File: config.mk
export PLATFORM = sky130hd
export DESIGN_NAME = seed_overcurrent_interlock
export DESIGN_NICKNAME = d
export VERILOG_FILES = /design/src/rtl/seed_overcurrent_interlock.sv
export SDC_FILE = /design/constraint.sdc
export NUM_CORES = 1
export LEC_CHECK = 0
export BUFFER_PORTS_ARGS = -buffer_cell sky130_fd_sc_hd__buf_2
export CORE_ASPECT_RATIO = 0.5
export CORE_MARGIN = 2
export CORE_UTILIZATION = 30
export CTS_CLUSTER_SIZE = 40
export DETAILED_ROUTE_END_ITERATION = 8
export PLACE_DENSITY = 0.55
export SYNTH_ARGS = -nofsm -noshare
export SYNTH_HDL_FRONTEND = slang
export SYNTH_SLANG_ARGS = --single-unit
File: constraint.sdc
create_clock -name clk -period 2.9 [get_ports clk]
set_input_delay 0.58 -clock clk [delete_from_list [all_inputs] [get_ports clk]]
set_output_delay 0.58 -clock clk [all_outputs]
set_load 0.01 [all_outputs]
File: src/rtl/seed_overcurrent_interlock.sv
// Seed-laser over-current interlock.
//
// This block watches two over-current sources:
//   - ADC current samples, checked against a mode-selected limit with a sample debounce.
//   - The analog comparator pin, passed through a synchronizer and a glitch filter.
// Either source latches a trip. The trip stays latched until a clear request arrives.
// After a clear, a holdoff period runs before the interlock re-arms. A comparator hit
// during the holdoff trips the interlock again.
//
// Ports
//   clk, rst                   clock; asynchronous active-high reset
//   laser_active               interlock is armed only while high
//   dds_cw_mode_select         0 = DDS limit in force, 1 = CW limit in force
//   dds_current_limit          DDS-mode limit, loaded on dds_current_limit_update
//   dds_current_limit_update   1-cycle load strobe for dds_current_limit
//   cw_current_limit           CW-mode limit, loaded on cw_current_limit_update
//   cw_current_limit_update    1-cycle load strobe for cw_current_limit
//   adc_data_valid             1-cycle strobe; adc_current_data is valid
//   adc_current_data           unsigned current sample
//   seed_compared              asynchronous comparator input, high = over current
//   trip_clear                 1-cycle clear request; acted on only while tripped
//   over_current_limit         latched trip flag
//   trip_cause                 bit0 = ADC limit, bit1 = comparator
//   trip_count                 saturating count of trips since reset
//   peak_current               largest sample seen while armed
//   state_dbg                  FSM state: 0 idle, 1 armed, 2 tripped, 3 holdoff
`timescale 1ns/1ps

module seed_overcurrent_interlock #(
   parameter int unsigned SAMPLE_COUNT = 3,
   parameter int unsigned CMP_FILT     = 4,
   parameter int unsigned HOLDOFF      = 10000
) (
   input  logic        clk,
   input  logic        rst,
   input  logic        laser_active,
   input  logic        dds_cw_mode_select,
   input  logic [15:0] dds_current_limit,
   input  logic [15:0] cw_current_limit,
   input  logic        dds_current_limit_update,
   input  logic        cw_current_limit_update,
   input  logic        adc_data_valid,
   input  logic [15:0] adc_current_data,
   input  logic        seed_compared,
   input  logic        trip_clear,
   output logic        over_current_limit,
   output logic [1:0]  trip_cause,
   output logic [7:0]  trip_count,
   output logic [15:0] peak_current,
   output logic [1:0]  state_dbg
);

   localparam int unsigned HoldW = (HOLDOFF > 1) ? $clog2(HOLDOFF) : 1;
   localparam logic [HoldW-1:0] HoldLast     = HoldW'(HOLDOFF - 1);
   localparam logic [3:0]       SampleTarget = 4'(SAMPLE_COUNT);
   localparam logic [7:0]       FiltTarget   = 8'(CMP_FILT);

   typedef enum logic [1:0] {
      StIdle     = 2'd0,
      StArmed    = 2'd1,
      StTripped  = 2'd2,
      StHoldoff  = 2'd3
   } state_e;

   state_e            state_q, state_d;
   logic [15:0]       dds_limit_q, cw_limit_q;
   logic              cmp_meta_q, cmp_sync_q;
   logic [7:0]        filt_q, filt_d;
   logic [3:0]        over_q, over_d;
   logic [HoldW-1:0]  hold_q, hold_d;
   logic              ocl_q, ocl_d;
   logic [1:0]        cause_q, cause_d;
   logic [7:0]        count_q, count_d;
   logic [15:0]       peak_q, peak_d;

   logic [15:0]       active_limit;
   logic              sample_over;
   logic              adc_hit;
   logic              cmp_hit;
   logic              enter_trip;
   logic              enter_hold;

   // Limit registers start at full scale, so the ADC path cannot trip until a limit is loaded.
   always_ff @(posedge clk or posedge rst) begin
      if (rst) begin
         dds_limit_q <= 16'hFFFF;
         cw_limit_q  <= 16'hFFFF;
      end else begin
         if (dds_current_limit_update) dds_limit_q <= dds_current_limit;
         if (cw_current_limit_update)  cw_limit_q  <= cw_current_limit;
      end
   end

   always_ff @(posedge clk or posedge rst) begin
      if (rst) begin
         cmp_meta_q <= 1'b0;
         cmp_sync_q <= 1'b0;
      end else begin
         cmp_meta_q <= seed_compared;
         cmp_sync_q <= cmp_meta_q;
      end
   end

   // Sample datapath and glitch filter.
   always_comb begin
      active_limit = dds_cw_mode_select ? cw_limit_q : dds_limit_q;
      sample_over  = adc_current_data > active_limit;
      cmp_hit      = (filt_q == FiltTarget);

      filt_d = filt_q;
      if (state_q == StIdle || !cmp_sync_q) begin
         filt_d = 8'd0;
      end else if (filt_q != FiltTarget) begin
         filt_d = filt_q + 8'd1;
      end

      // The over-count only runs while armed. Testing the next value lets the trip
      // land on the clock edge that closes the qualifying sample.
      over_d = over_q;
      if (state_q != StArmed) begin
         over_d = 4'd0;
      end else if (adc_data_valid) begin
         over_d = sample_over ? over_q + 4'd1 : 4'd0;
      end
      adc_hit = (state_q == StArmed) && adc_data_valid && (over_d == SampleTarget);
   end

   // Next-state logic and sticky bookkeeping.
   always_comb begin
      state_d    = state_q;
      hold_d     = hold_q;
      enter_trip = 1'b0;
      enter_hold = 1'b0;

      unique case (state_q)
         StIdle: begin
            if (laser_active) state_d = StArmed;
         end
         StArmed: begin
            // A trip takes priority over disarming in the same cycle.
            if (adc_hit || cmp_hit) begin
               state_d    = StTripped;
               enter_trip = 1'b1;
            end else if (!laser_active) begin
               state_d = StIdle;
            end
         end
         StTripped: begin
            if (trip_clear) begin
               state_d    = StHoldoff;
               enter_hold = 1'b1;
               hold_d     = '0;
            end
         end
         StHoldoff: begin
            if (cmp_hit) begin
               state_d    = StTripped;
               enter_trip = 1'b1;
            end else if (hold_q == HoldLast) begin
               state_d = laser_active ? StArmed : StIdle;
            end else begin
               hold_d = hold_q + 1'b1;
            end
         end
         default: state_d = StIdle;
      endcase

      cause_d = cause_q;
      if (enter_hold) begin
         cause_d = 2'b00;
      end else if (enter_trip) begin
         cause_d = cause_q | {cmp_hit, adc_hit};
      end

      count_d = count_q;
      if (enter_trip && count_q != 8'hFF) count_d = count_q + 8'd1;

      peak_d = peak_q;
      if (enter_hold) begin
         peak_d = 16'd0;
      end else if (state_q == StArmed && adc_data_valid && adc_current_data > peak_q) begin
         peak_d = adc_current_data;
      end

      ocl_d = (state_d == StTripped);
   end

   always_ff @(posedge clk or posedge rst) begin
      if (rst) begin
         state_q <= StIdle;
         filt_q  <= 8'd0;
         over_q  <= 4'd0;
         hold_q  <= '0;
         ocl_q   <= 1'b0;
         cause_q <= 2'b00;
         count_q <= 8'd0;
         peak_q  <= 16'd0;
      end else begin
         state_q <= state_d;
         filt_q  <= filt_d;
         over_q  <= over_d;
         hold_q  <= hold_d;
         ocl_q   <= ocl_d;
         cause_q <= cause_d;
         count_q <= count_d;
         peak_q  <= peak_d;
      end
   end

   assign over_current_limit = ocl_q;
   assign trip_cause         = cause_q;
   assign trip_count         = count_q;
   assign peak_current       = peak_q;
   assign state_dbg          = state_q;

endmodule
# Word-level counts from Yosys, hierarchy flattened
# Cells that the tools add are included.
# word_totals
register_bits,89
in_bits,57
output_inout_bits,29
elab_cells,72
# classes
addsub,4
order_cmp,2
n_eq_ne,13
mux,27
n_bitwise,1
reduce_logical,13
# ops
cell,n
two-way mux 16 bit,3
two-way mux 14 bit,3
> comparator 16 bit,2
one-hot mux 14 bit (2 select lines),1
adder 8 x 1 -> 8 bit (second input constant),2
two-way mux 2 bit,8
two-way mux 8 bit,2
adder 14 x 1 -> 14 bit (second input constant),1
equality test 14 bit (second input constant),1
two-way mux 4 bit,3
equality test 8 x 3 -> 1 bit (second input constant),1
inequality test 8 x 3 -> 1 bit (second input constant),1
inequality test 8 bit (second input constant),1
one-hot mux 2 bit (4 select lines),1
nonzero test 2 bit,4
equality test 2 bit (second input constant),3
inequality test 2 bit (second input constant),3
two-way mux 1 bit,5
adder 4 x 1 -> 4 bit (second input constant),1
equality test 4 x 2 -> 1 bit (second input constant),1
logical AND 1 bit,4
AND reduction 4 bit,1
equality test 2 x 1 -> 1 bit (second input constant),1
logical NOT 2 bit,1
other kinds (5),6

# Longest topological paths before layout
# depth
depth_word,12
ltp_mapped,11
mapped_depth_nobuf,9

# Worst setup path before layout
# No wires, ideal clock.
# synth_timing
path_kind,input to register
from,in dds_cw_mode_select
to,"reg count_q[1], in the netlist trip_count[1]"
setup_ps,125
arrival_ps,3248
required_time_ps,2775
setup_slack_ps,-474
cell_stages,11
n_path_buf,2
cell_sequence,clkbuf_1 -> clkbuf_1 -> mux2i_1 -> ha_1 -> nand4_2 -> nor4_2 -> a21boi_2 -> o31a_4 -> a21oi_4 -> nand2b_4 -> mux2_4
# synth_via
elab_chain_len,11
# synth_rtl
item,line_no,rtl
"start, declared",37,"input logic dds_cw_mode_select,"
two-way mux 16 bit,106,active_limit = dds_cw_mode_select ? cw_limit_q : dds_limit_q;
> comparator 16 bit,107,sample_over = adc_current_data > active_limit;
two-way mux 4 bit,123,over_d = sample_over ? over_q + 4'd1 : 4'd0;
two-way mux 4 bit,122,end else if (adc_data_valid) begin
two-way mux 4 bit,120,if (state_q != StArmed) begin
equality test 4 x 2 -> 1 bit,125,adc_hit = (state_q == StArmed) && adc_data_valid && (over_d == SampleTarget);
logical AND 1 bit,125,
logical OR 1 bit,141,if (adc_hit || cmp_hit) begin
two-way mux 1 bit,141,
one-hot mux 1 bit (2 select lines),135,unique case (state_q)
logical AND 1 bit,176,if (enter_trip && count_q != 8'hFF) count_d = count_q + 8'd1;
"end signal, assigned",205,count_q <= count_d;
"end, declared",73,"logic [7:0] count_q, count_d;"
# No other way between the ends.
# A chain may end at the register's enable or synchronous reset.

# Worst setup path in the final report
# Same ends and word-level chain as after synthesis.

==> results.md <==
* FP Rows at 32
* Initial antenna violation count at 0
* Total power at around 4.2 mW
* Post-CTS Setup Inserts at 0
* Final Slew Violations at 0
* Die Wd at approximately 180 µm
* Ports at 86
* Final setup violation count at 0
* CTS resizes at 0
* Die H at about 94 µm
* Final routed DRC violation total at 0
* Outcome: completed
* Max-Cap Viols at 0
* Post-DP HPWL at around 8000 µm
* DIE AREA at roughly 17000 µm²
* Total track usage at 0.131
* Worst-Skew Late Latency at ~0.34 ns
* Grt met2 use at 0.216
* GR Util met1 at 0.170
* GR peak layer: met2
* Synth Register Bits at slightly below 90
* CP top delay family: compound AO/OA/AOI/OAI gates
* Clock Tree Buf Depth at 2
* Sequential-to-total area share from yosys stat at 0.466
* Layout cell share with drive strength beyond 1 at 0.381
* Count of cell types in the netlist at between 40 and 50
* Most used DFF post-synth: dfrtp_1
* Commonest cells after routing, fill and taps aside: 85 x buf_2, 57 x dfrtp_1, 53 x nor2_1
* Most common cell after layout, fill and taps aside: buf_2
* Leak at 2.78 nW
* Maximum vdd drop at between 0.2 and 0.3 mV
* Core box area at around 16000 µm²
* Initial core utilization at 0.312
* Startpoint types: input port
* Mapped Avg Cell Area at around 11 µm²
* Worst rel slew slack at 0.496
* Drt via density at between 4 and 5
* Arr. time, crit path at about 2.9 ns
* Clk sinks at a little under 90
* Yosys synthesis warning count at 0
* Async set-reset flop share out of synthesis at 1.00
* Synth Area in Adders at 0.0951
* GR Util met3 at 0.0407
* Total grt overflow at 0
* Largest net degree at the start of global routing at 44
* Area grow syn2layout at 22.0%
* First-pass GRT wire length at between 15000 and 20000 µm
* RSZ-0062 raised after global routing: false
* Simple-gate share of the synthesized area at 0.153
* TNS Setup at 0 ns
* Minimum clock period at 2.62 ns
* Least-Margin Pin Slew at roughly 0.76 ns
* Buf+Inv Stages, Crit Path at 2
* Root Driver: clkbuf_16
* Final GP Congestion at between 0.7 and 0.8
* DR vias at around 3500
* Critical-path cell list: buf_2 -> buf_12 -> mux2i_1 -> ha_1 -> a21oi_1 -> o21a_1 -> o221ai_1 -> o31a_4 -> a21oi_4 -> nand2b_4 -> mux2_4
* Netlist Area Pre-Place at between 4000 and 5000 µm²
* CP peak stage delay at 0.32 ns
* Largest family of logic cells by synthesized area: multiplexers
* Routed len/inst at approximately 14 µm
* Synth Instances at 443
* Hold WC Path Type: input port to asynchronous set/reset pin
* H-tree Lvls at 3
* Inserted Diodes at 0
* Fmax at about 380 MHz
* Required time of the critical path at between 3 and 4 ns
* Critical path fanouts, max at 13
* EDFF count, synth at 0
* Kind of critical path: input port to flop
* Final #Nets at between 600 and 700
* Fin. Hold Viols at 0
* 1st-pass router iterations at 4
* I/O Buffers at between 80 and 90
* Clock-pin slew on the worst setup and hold paths at 0.07 ns
* DRT iter0 DRCs at 154
* Xor-xnor portion of the synthesized cell area at 0.0432
* Crit-path slowest cell: o31a_4
* Worst setup EP type: flop
* Post-route ant nets at 0
* Synthesized net count at 537
* Total CTS buffers at 9
* Fin Clk Skew at around 0.013 ns
* Routed WL at 10600 µm
* Final worst-path cycle share at 0.904
* Hold_buf cts at 0
* Synth Area in Compound Gates at 0.0597
* Layout fillers at ~1600
* Vias in the first global route at ~3500
* CTS tree: done
* Power Density at between 700 and 800 nW/µm²
* Mux share of post-synthesis cell area at 0.154
metrics by stage:
step | instances | hold WS [ns] | utilization | area (µm²) | setup slack [ns]
after floorplan | 443 | 0.331 | - | 4880 | 0.0227
after global placement | 732 | 0.347 | 0.359 | 5610 | 0.00674
after detailed placement | 732 | 0.351 | 0.359 | 5610 | -0.105
after CTS | 748 | 0.337 | 0.380 | 5940 | 0.268
after global routing | 748 | 0.337 | 0.380 | 5940 | 0.162
final | 748 | 0.340 | 0.380 | 5940 | 0.278
Yosys cell counts (2+ instances only):
cell type | instances | share of area
dfrtp_1 | 57 | 0.29
nand3_1 | 12 | 0.012
mux2_2 | 49 | 0.11
nand2_1 | 22 | 0.017
a31oi_1 | 2 | 0.0026
nor3_1 | 8 | 0.0082
dfstp_2 | 32 | 0.17
and3_1 | 6 | 0.0077
nand2b_4 | 2 | 0.0057
nor4_1 | 4 | 0.0051
inv_1 | 22 | 0.017
nand2b_1 | 6 | 0.0077
nor2_1 | 53 | 0.041
mux2_1 | 2 | 0.0046
o21ai_1 | 2 | 0.0021
buf_1 | 3 | 0.0023
mux2i_1 | 16 | 0.033
nand4_1 | 15 | 0.019
and2_1 | 2 | 0.0026
a21oi_1 | 16 | 0.016
buf_2 | 2 | 0.0021
xor2_1 | 13 | 0.023
nor3b_1 | 3 | 0.0046
o21ai_0 | 10 | 0.010
ha_1 | 37 | 0.095
o21a_1 | 4 | 0.0062
nor2b_1 | 4 | 0.0051
xnor2_1 | 11 | 0.020
clkbuf_1 | 7 | 0.0054
nor4b_1 | 2 | 0.0036
sequential cells by signal (all words and copies together), names as in the netlist, 2 cells and up:
signal,flops
state_dbg,2
trip_count,8
peak_current,16
filt_q,8
over_q,4
cw_limit_q,16
hold_q,14
trip_cause,2
dds_limit_q,16
per-layer routing:
| layer | vias up | share of wire |
|---|---|---|
| met2 | 53 | 0.47 |
| met3 | 8 | 0.051 |
| li1 | 1747 | - |
| met5 | - | 0 |
| met1 | 1710 | 0.47 |
| met4 | 0 | 0.0078 |
cell type report:
class | count | area [µm²] | area share
timing repair buffer | 98 | 548 | 0.0923
clock buffer | 13 | 280 | 0.0472
sequential | 89 | 2270 | 0.382
tap | 204 | 255 | 0.0430
clock inverter | 3 | 46.3 | 0.00780
inverter | 22 | 83.8 | 0.0141
multi-input combinational | 319 | 2460 | 0.414
kinds of logic after synthesis:
family	Yosys count
simple gates	146
flops	89
mux	68
compound gates	44
fa+ha+maj	37
buf+inv	35
xor+xnor	24
path summary, 6_finish.rpt:
| kind | startpoint | endpoint | slack (ns) | cells after the start |
|---|---|---|---|---|
| worst max-delay path | dds_cw_mode_select | trip_count[1] | 0.28 | 11 |
| worst min-delay path | rst | peak_current[1] | 0.34 | 2 |
| worst max register to register | cw_limit_q[15] | trip_count[1] | 0.37 | 9 |
| worst min register to register | cmp_meta_q | cmp_sync_q | 0.36 | 0 |
| max in group asynchronous | rst | cw_limit_q[9] | 1.80 | 3 |
| min in group clk | seed_compared | cmp_meta_q | 0.35 | 1 |
where the power goes:
group          internal [mW]  switching, mW  leakage (nW)
sequential              1.50          0.175          1.09
clock                  0.764          0.481         0.158
combinational          0.619          0.691          1.53
total                   2.88           1.35          2.78
Power figures use the tool's default switching activity.
